### src/rtl/mastermind_scorer_pkg.sv
// Shared constants, colour/feedback codes and FSM encoding for the Mastermind scorer.
package mastermind_scorer_pkg;

    localparam int COLOR_W  = 3;
    localparam int NUM_PEGS = 4;
    localparam int NUM_ROWS = 6;
    localparam int PEG_BITS = NUM_PEGS * COLOR_W;
    localparam int FB_W     = 2 * NUM_PEGS;

    localparam logic [COLOR_W-1:0] GRAY   = 3'd0;
    localparam logic [COLOR_W-1:0] RED    = 3'd1;
    localparam logic [COLOR_W-1:0] GREEN  = 3'd2;
    localparam logic [COLOR_W-1:0] BLUE   = 3'd3;
    localparam logic [COLOR_W-1:0] YELLOW = 3'd4;
    localparam logic [COLOR_W-1:0] PURPLE = 3'd5;
    localparam logic [COLOR_W-1:0] ORANGE = 3'd6;

    localparam logic [1:0] FB_NONE  = 2'b00;
    localparam logic [1:0] FB_PART  = 2'b01;
    localparam logic [1:0] FB_EXACT = 2'b10;

    typedef enum logic [1:0] {
        ST_IDLE    = 2'd0,
        ST_EXACT   = 2'd1,
        ST_PARTIAL = 2'd2,
        ST_DONE    = 2'd3
    } state_t;

    function automatic logic [COLOR_W-1:0] peg_of(input logic [PEG_BITS-1:0] code,
                                                  input logic [1:0]          idx);
        return code[idx*COLOR_W +: COLOR_W];
    endfunction

endpackage

### src/rtl/mastermind_scorer_history.sv
// Per-row feedback history register file; one row is written per completed scoring run.
module mastermind_scorer_history
    import mastermind_scorer_pkg::*;
(
    input  logic                      clk,
    input  logic                      rst_n,
    input  logic                      we,
    input  logic [2:0]                wr_row,
    input  logic [FB_W-1:0]           wr_data,
    output logic [FB_W*NUM_ROWS-1:0]  fb_flat
);

    logic [FB_W*NUM_ROWS-1:0] rows_r;

    // Row storage with synchronous clear; only the addressed row changes on a write.
    always_ff @(posedge clk) begin
        if (!rst_n) begin
            rows_r <= '0;
        end else if (we) begin
            for (int r = 0; r < NUM_ROWS; r++) begin
                if (wr_row == 3'(r)) begin
                    rows_r[r*FB_W +: FB_W] <= wr_data;
                end
            end
        end
    end

    assign fb_flat = rows_r;

endmodule

### src/rtl/mastermind_scorer.sv
// Scores a 4-peg guess against the answer in a fixed number of cycles (exact pass, then
// misplaced pass) and records the per-peg feedback in a row history.
module mastermind_scorer
    import mastermind_scorer_pkg::*;
(
    input  logic                      Clk,
    input  logic                      Reset_n,
    input  logic                      start,
    input  logic [2:0]                row,
    input  logic [PEG_BITS-1:0]       guess,
    input  logic [PEG_BITS-1:0]       answer,
    output logic                      busy,
    output logic                      done,
    output logic [2:0]                exact_cnt,
    output logic [2:0]                partial_cnt,
    output logic                      win,
    output logic [FB_W-1:0]           peg_fb,
    output logic [FB_W*NUM_ROWS-1:0]  fb_flat
);

    state_t              state_r, state_s;
    logic [1:0]          i_r, j_r;
    logic [PEG_BITS-1:0] guess_r, answer_r;
    logic [2:0]          row_r;
    logic [NUM_PEGS-1:0] used_g_r, used_a_r;
    logic [2:0]          exact_r, partial_r;
    logic [FB_W-1:0]     peg_fb_r;
    logic                busy_r, done_r, win_r;
    logic [COLOR_W-1:0]  g_i_s, a_i_s, a_j_s;
    logic                exact_hit_s, part_hit_s, hist_we_s;

    assign g_i_s = peg_of(guess_r, i_r);
    assign a_i_s = peg_of(answer_r, i_r);
    assign a_j_s = peg_of(answer_r, j_r);

    // Gray is an empty slot and must never score, even against a gray answer peg.
    assign exact_hit_s = (g_i_s != GRAY) && (g_i_s == a_i_s);
    assign part_hit_s  = !used_g_r[i_r] && !used_a_r[j_r] && (g_i_s != GRAY) && (g_i_s == a_j_s);

    // State register.
    always_ff @(posedge Clk) begin
        if (!Reset_n) begin
            state_r <= ST_IDLE;
        end else begin
            state_r <= state_s;
        end
    end

    // Next-state logic.
    always_comb begin
        state_s = state_r;
        case (state_r)
            ST_IDLE: begin
                if (start) state_s = ST_EXACT;
                else       state_s = ST_IDLE;
            end
            ST_EXACT: begin
                if (i_r == 2'd3) state_s = ST_PARTIAL;
                else             state_s = ST_EXACT;
            end
            ST_PARTIAL: begin
                if ((i_r == 2'd3) && (j_r == 2'd3)) state_s = ST_DONE;
                else                                state_s = ST_PARTIAL;
            end
            ST_DONE:  state_s = ST_IDLE;
            default:  state_s = ST_IDLE;
        endcase
    end

    // Operand latch, match bookkeeping, counters and registered status outputs.
    always_ff @(posedge Clk) begin
        if (!Reset_n) begin
            i_r       <= 2'd0;
            j_r       <= 2'd0;
            guess_r   <= '0;
            answer_r  <= '0;
            row_r     <= 3'd0;
            used_g_r  <= '0;
            used_a_r  <= '0;
            exact_r   <= 3'd0;
            partial_r <= 3'd0;
            peg_fb_r  <= '0;
            busy_r    <= 1'b0;
            done_r    <= 1'b0;
            win_r     <= 1'b0;
        end else begin
            case (state_r)
                ST_IDLE: begin
                    done_r <= 1'b0;
                    if (start) begin
                        guess_r   <= guess;
                        answer_r  <= answer;
                        row_r     <= row;
                        used_g_r  <= '0;
                        used_a_r  <= '0;
                        exact_r   <= 3'd0;
                        partial_r <= 3'd0;
                        peg_fb_r  <= '0;
                        win_r     <= 1'b0;
                        busy_r    <= 1'b1;
                        i_r       <= 2'd0;
                        j_r       <= 2'd0;
                    end
                end
                ST_EXACT: begin
                    if (exact_hit_s) begin
                        peg_fb_r[i_r*2 +: 2] <= FB_EXACT;
                        used_g_r[i_r]        <= 1'b1;
                        used_a_r[i_r]        <= 1'b1;
                        exact_r              <= exact_r + 3'd1;
                    end
                    i_r <= i_r + 2'd1;
                end
                ST_PARTIAL: begin
                    if (part_hit_s) begin
                        peg_fb_r[i_r*2 +: 2] <= FB_PART;
                        used_g_r[i_r]        <= 1'b1;
                        used_a_r[j_r]        <= 1'b1;
                        partial_r            <= partial_r + 3'd1;
                    end
                    j_r <= j_r + 2'd1;
                    if (j_r == 2'd3) begin
                        i_r <= i_r + 2'd1;
                    end
                    if ((i_r == 2'd3) && (j_r == 2'd3)) begin
                        busy_r <= 1'b0;
                        done_r <= 1'b1;
                        win_r  <= (exact_r == 3'(NUM_PEGS));
                    end
                end
                ST_DONE: begin
                    done_r <= 1'b0;
                end
                default: begin
                    done_r <= 1'b0;
                    busy_r <= 1'b0;
                end
            endcase
        end
    end

    // peg_fb is final only after the last misplaced comparison, so the row is stored on leaving DONE.
    assign hist_we_s = (state_r == ST_DONE) && (row_r < 3'(NUM_ROWS));

    mastermind_scorer_history u_history (
        .clk     (Clk),
        .rst_n   (Reset_n),
        .we      (hist_we_s),
        .wr_row  (row_r),
        .wr_data (peg_fb_r),
        .fb_flat (fb_flat)
    );

    assign busy        = busy_r;
    assign done        = done_r;
    assign exact_cnt   = exact_r;
    assign partial_cnt = partial_r;
    assign win         = win_r;
    assign peg_fb      = peg_fb_r;

endmodule

### config.mk
export PLATFORM = sky130hd
export DESIGN_NAME = mastermind_scorer
export DESIGN_NICKNAME = d
export VERILOG_FILES = /design/src/rtl/mastermind_scorer_pkg.sv /design/src/rtl/mastermind_scorer_history.sv /design/src/rtl/mastermind_scorer.sv
export SDC_FILE = /design/constraint.sdc
export NUM_CORES = 1
export LEC_CHECK = 0
export BUFFER_PORTS_ARGS = -buffer_cell sky130_fd_sc_hd__buf_2
export CAP_MARGIN = 20
export CORE_MARGIN = 2
export CORE_UTILIZATION = 57
export DETAILED_ROUTE_END_ITERATION = 6
export PLACE_DENSITY = 0.83
export SYNTH_ARGS = -nofsm -noshare
export SYNTH_HDL_FRONTEND = slang
export SYNTH_SLANG_ARGS = --single-unit
### constraint.sdc
create_clock -name Clk -period 4.35 [get_ports Clk]
set_input_delay 0 -clock Clk [delete_from_list [all_inputs] [get_ports Clk]]
set_output_delay 0 -clock Clk [all_outputs]
set_load 0.05 [all_outputs]
# After elaboration in Yosys (flattened, before gate mapping)
# Cells that the tools add are included.
[totals]
elab_cells = 133
regBits = 106
in_bits = 30
[op_classes]
n_reduce_logical = 32
shifts = 6
multipliers = 2
muxes = 42
n_addsub = 5
order_cmp = 5
n_eq_ne = 18
n_bitwise = 3
[ops]
columns = ["cell", "count"]
rows = [
  ["2-bit by 34-bit variable part select with 8-bit output (first input constant)", 2],
  ["12-bit by 5-bit variable part select with 3-bit output", 3],
  ["3-bit negation with 34-bit output", 1],
  ["2-bit by 34-bit variable shift with 8-bit output (first input constant)", 1],
  ["8-bit two-way mux", 3],
  ["4-bit one-hot mux with 3 select lines", 2],
  ["8-bit one-hot mux with 3 select lines", 1],
  ["4-bit two-way mux", 5],
  ["2-bit AND reduction", 9],
  ["8-bit bitwise mux", 2],
  ["4-bit OR", 3],
  ["3-bit one-hot mux with 2 select lines", 2],
  ["3-bit AND reduction", 4],
  ["1-bit two-way mux", 11],
  ["2-bit != test (second input constant)", 5],
  ["3-bit == test (second input constant)", 3],
  ["3-bit two-way mux", 3],
  ["2-bit == test (second input constant)", 4],
  ["1-bit logical AND", 8],
  ["2-bit by 2-bit multiplier with 4-bit output (second input constant)", 2],
  ["2-bit one-hot mux with 4 select lines", 1],
  ["3-bit by 1-bit adder with 3-bit output (second input constant)", 2],
  ["3-bit by 2-bit == test with 1-bit output (second input constant)", 2],
  ["3-bit == test", 2],
  ["other kinds (19)", 32],
]

# Depth between registers and ports, before layout
[logic_depth]
depth_word = 8
depth_mapped = 8
ltp_nobuf = 7

# Hierarchy
# From an unflattened synthesis, not the netlist that was laid out.
[hier_totals]
hier_cells = 504
hier_area_um2 = 4799.6
[by_module_without_submodules]
columns = ["module", "area_per_inst_um2", "cells_per_inst", "seq_area_each_um2", "n_inst"]
rows = [
  ["mastermind_scorer", 3026.7, 334, 1161.1, 1],
  ["mastermind_scorer_history", 1773.0, 170, 960.9, 1],
]

# Worst setup path after synthesis
# No wires, ideal clock.
[synth_timing]
path_type = "register -> register"
from = "register i_r[0]"
to = "register used_g_r[0]"
period_less_slack_ns = 2.662
path_slack_ns = 1.688
n_path_buf = 2
path_stages_with_launch = 9
t_arrival_ns = 2.543
setup_time_ns = 0.119
required_time_ns = 4.231
cell_sequence = "dfxtp_1 -> buf_6 -> mux4_2 -> or3b_1 -> a211o_1 -> a21o_1 -> a21o_4 -> buf_6 -> o221a_1"
[synth_between]
elab_chain_cells = 8
[synth_rtl]
columns = ["item", "line_no", "source"]
rows = [
  ["start, declared", "mastermind_scorer.sv:22", "logic [1:0] i_r, j_r;"],
  ["start signal, assigned", "mastermind_scorer.sv:112", "i_r <= i_r + 2'd1;"],
  ["start signal, assigned", "mastermind_scorer.sv:123", "i_r <= i_r + 2'd1;"],
  ["branches (longest 8 deep; another with 2-bit by 2-bit multiplier with 4-bit output)", "-", ""],
  ["end signal, assigned", "mastermind_scorer.sv:78", "used_g_r <= '0;"],
  ["end signal, assigned", "mastermind_scorer.sv:94", "used_g_r <= '0;"],
  ["end signal, assigned by index", "mastermind_scorer.sv:108", "used_g_r[i_r] <= 1'b1;"],
  ["end, declared", "mastermind_scorer.sv:25", "logic [NUM_PEGS-1:0] used_g_r, used_a_r;"],
]
# Parallel ways; which one is timed is not known. The select of a mux whose other input is x is not followed.
# A chain may end at the register's enable or synchronous reset.

# Final worst setup path
[layout_timing]
from = "register i_r[0]"
to = "register peg_fb_r[7] (netlist: peg_fb[7])"
[layout_between]
elab_chain_cells = 8
[layout_rtl]
columns = ["item", "line_no", "source"]
rows = [
  ["branches (longest 8 deep; another with 2-bit by 2-bit multiplier with 4-bit output)", "-", ""],
  ["end signal, assigned", "mastermind_scorer.sv:82", "peg_fb_r <= '0;"],
  ["end signal, assigned", "mastermind_scorer.sv:98", "peg_fb_r <= '0;"],
  ["end signal, assigned by index", "mastermind_scorer.sv:107", "peg_fb_r[i_r*2 +: 2] <= FB_EXACT;"],
  ["end, declared", "mastermind_scorer.sv:27", "logic [FB_W-1:0] peg_fb_r;"],
]
# Parallel ways; which one is timed is not known. The select of a mux whose other input is x is not followed.

==> results by group <==
Timing
  – RSZ-0062 raised after global routing: false
  – Post-layout min period: 3.08 ns
  – Fmax: approximately 320 MHz
  – Pins Over Slew Limit: 0
  – Hold Vio Cnt, Final: 0
  – Worst Tran Pin Value: between 0.9 and 1 ns
  – Fin crit share: 0.708
  – Setup Skew: 0.0145 ns
  – Setup violations, final: 0
  – Max_slew headroom: 0.387
  – Setup_tns: 0 ns

Clock tree
  – Worst-path clk slew: 0.11 ns
  – TritonCTS clock tree: built
  – Worst-Skew Late Latency: 0.38 ns
  – Max Root-Sink Buffers: 2
  – Root Driver: clkbuf_8
  – Clock sinks: 106
  – CTS buffer count: 9
  – CTS-repair resized insts: 0
  – Htree depth: 3

Critical path
  – Endpoint class of the critical path: flop
  – WP data required: 4.63 ns
  – CP startpoint kind: flop
  – Critical Path, Cell by Cell: mux4_2, or3b_1, a211o_1, a21o_1, a21o_4, o221a_2
  – Worst EP arrival: 3.36 ns
  – Worst-path fanout max: 16
  – Critical Path Max Stage Delay: about 0.66 ns
  – Slowest CP cell: dfxtp_1
  – Setup CP Type: reg -> reg

Synth
  – Area share of the largest cell type after synthesis: 0.429
  – Predominant post-synthesis flop cell: dfxtp_1
  – Syn Inst Count: 552
  – Post-synth ARST share: 0
  – Cell Area, Synth: 4940 sq um
  – YS warnings: 0
  – Synth top area cells: dfxtp_1 43%, nand2_1 12%, a21boi_0 12%
  – FF+latch count, synth: between 100 and 150
  – Synth cell types: 47
  – Post-Syn Nets: 599
  – Number of enable flip-flop cells after synthesis: 0
  – Seq/Total Area, Yosys: 0.429
  – Synth area leader: dfxtp_1
  – Syn Area/Cell: 8.95 sq um

Route
  – Drt drc: 0
  – Drt initial violations: 217
  – Vias: 4,340
  – Via density per instance: roughly 5.7
  – Drt wl/cell: around 16 um
  – WL final: roughly 12,000 um
  – Drt first pass iters: 5
  – Antenna-violating nets left: 0

GRT
  – GRT Overall Usage: 0.261
  – Congestion Overflow GR: 0
  – First-pass GRT wire length: 20,300 um
  – Largest net degree at the start of global routing: 54
  – Vias in the first global route: between 4,000 and 5,000
  – Antenna violations before repair: 0
  – Met3 Use GR: 0.0453
  – Met1 usage: 0.321
  – GR Layer Usage met2: 0.462
  – Most crowded layer after global routing: met2

Place
  – Placed Instances: slightly above 700
  – Port Buffer Count: 94
  – HPWL after detailed placement: 8100 um
  – Final GP Congestion: 0.799

Cells and area
  – Area growth syn-to-layout: 18.9%
  – Share of cells above drive strength 1: 0.212
  – Final Util: 0.708
  – Ant diodes: 0
  – Finished Layout Cells: 761
  – Layout Nets: 698

Floorplan
  – Initial Util: 0.595
  – IO Pins: 95
  – Full die area: roughly 9400 sq um
  – Die width: 97.1 um
  – Die Ht: 97.1 um
  – Placement Rows: 33
  – Core ar.: 8300 sq um

Pwr
  – P_leak: 2.41 nW
  – PwrDens: just over 300 nW/um^2
  – VDD IR-drop max: 0.291 mV

Outcome
  – Run status: finished clean

Hold path
  – Hold crit path type: in -> reg

Job
  – Max Cap Violations: 0
==> path summary, 6_finish.rpt <==
kind,startpoint,end,slack [ns],cells past startpoint
setup reg to reg,i_r[0],peg_fb[7],1.27,6
hold / removal,start,exact_cnt[2],0.18,5
setup / recovery,i_r[0],peg_fb[7],1.27,6
hold reg to reg,u_history.fb_flat[4],u_history.fb_flat[4],0.47,2
==> registers in the layout, indices dropped and copies added, names as in the netlist, 2 cells and up, named ones only <==
signal             cells
guess_r               12
row_r                  3
j_r                    2
exact_cnt              3
used_a_r               4
partial_cnt            3
i_r                    2
u_history.fb_flat     48
answer_r              12
peg_fb                 8
used_g_r               4
==> stage by stage <==
step                hold WS, ns  power (W)  cell area [sq um]  setup WS [ns]
floorplan                 0.145    0.00118               4940           1.69
global placement          0.249    0.00122               5410           1.34
detailed placement        0.258    0.00123               5410           1.27
CTS                       0.169    0.00183               5870           1.26
global route              0.241    0.00189               5870           1.12
finish                    0.182    0.00183               5870           1.27
==> placed cells by master (no fill, tap or decap), drive strengths merged, types with 2 or more instances in the layout <==
master / Yosys / layout
nand3: 15 / 15
o221a: 16 / 16
a211oi: 3 / 3
mux2i: 4 / 4
ha: 17 / 17
nor3: 4 / 4
dfxtp: 106 / 106
a21o: 2 / 2
nor2b: 13 / 13
clkbuf: 31 / 9
or2: 2 / 2
clkinv: 0 / 5
nand2b: 3 / 3
dlygate4sd3: 0 / 27
nand2: 164 / 164
mux4: 11 / 11
buf: 5 / 97
xor2: 4 / 4
a21oi: 8 / 8
o21ai: 10 / 10
nand4: 5 / 5
and2: 7 / 7
o21a: 8 / 8
a21boi: 81 / 81
nor2: 8 / 8
inv: 9 / 11
==> metal layers <==
| metal | vias up | part of all wire |
|---|---|---|
| li1 | 2096 | - |
| met1 | 2067 | 0.43 |
| met2 | 156 | 0.50 |
| met3 | 21 | 0.060 |
| met4 | 0 | 0.017 |
| met5 | - | 0 |
==> power breakdown <==
part	leakage, nW	total [W]	switching [W]	internal (W)
Combinational	1.45	0.000214	0.000122	0.0000915
Sequential	0.859	0.00102	0.0000278	0.000994
Clock	0.0997	0.000593	0.000370	0.000223
==> Yosys cell counts, drive strengths merged (2+ instances only) <==
cell type / n
inv: 9
o21a: 8
mux4: 11
and2: 7
nor3: 4
nor2b: 13
nand2b: 3
o21ai: 10
clkbuf: 31
buf: 5
xor2: 4
o221a: 16
nand2: 164
mux2i: 4
a21oi: 8
a211oi: 3
nand4: 5
a21o: 2
ha: 17
nand3: 15
a21boi: 81
nor2: 8
or2: 2
dfxtp: 106
==> worst max-delay path: cells and delay by family (launching register included) <==
family             cells  cell delay [ns]
AOI/OAI and AO/OA      4             1.30
DFF                    1             0.66
muxes                  1             0.64
and+or+nand+nor        1             0.39
==> cell families (layout without fill, tap and decap cells) <==
family          Yosys count  count (layout)  synth area share
xor+xnor                  5               5           0.00886
simple gates            227             227             0.198
fa+ha+maj                17              17            0.0430
buf+inv                  45             149            0.0390
compound gates          137             137             0.220
mux                      15              15            0.0613
flops                   106             106             0.429
==> cell type report <==
type,instances,area (sq um)
Clock buffer,9,124
Fill cell,640,2430
Multi-Input combinational cell,401,2630
Inverter,9,33.8
Timing Repair Buffer,124,763
Clock inverter,7,72.6
Tap cell,105,131
Sequential cell,106,2120
==> repair_timing <==
| action | 4_1_cts | 5_1_grt |
|---|---|---|
| endpoints found under the hold margin | 27 | 0 |
| buffers inserted | 0 | 0 |
| hold buffers | 27 | 0 |
Note: power is estimated with default switching activity, not from simulation.
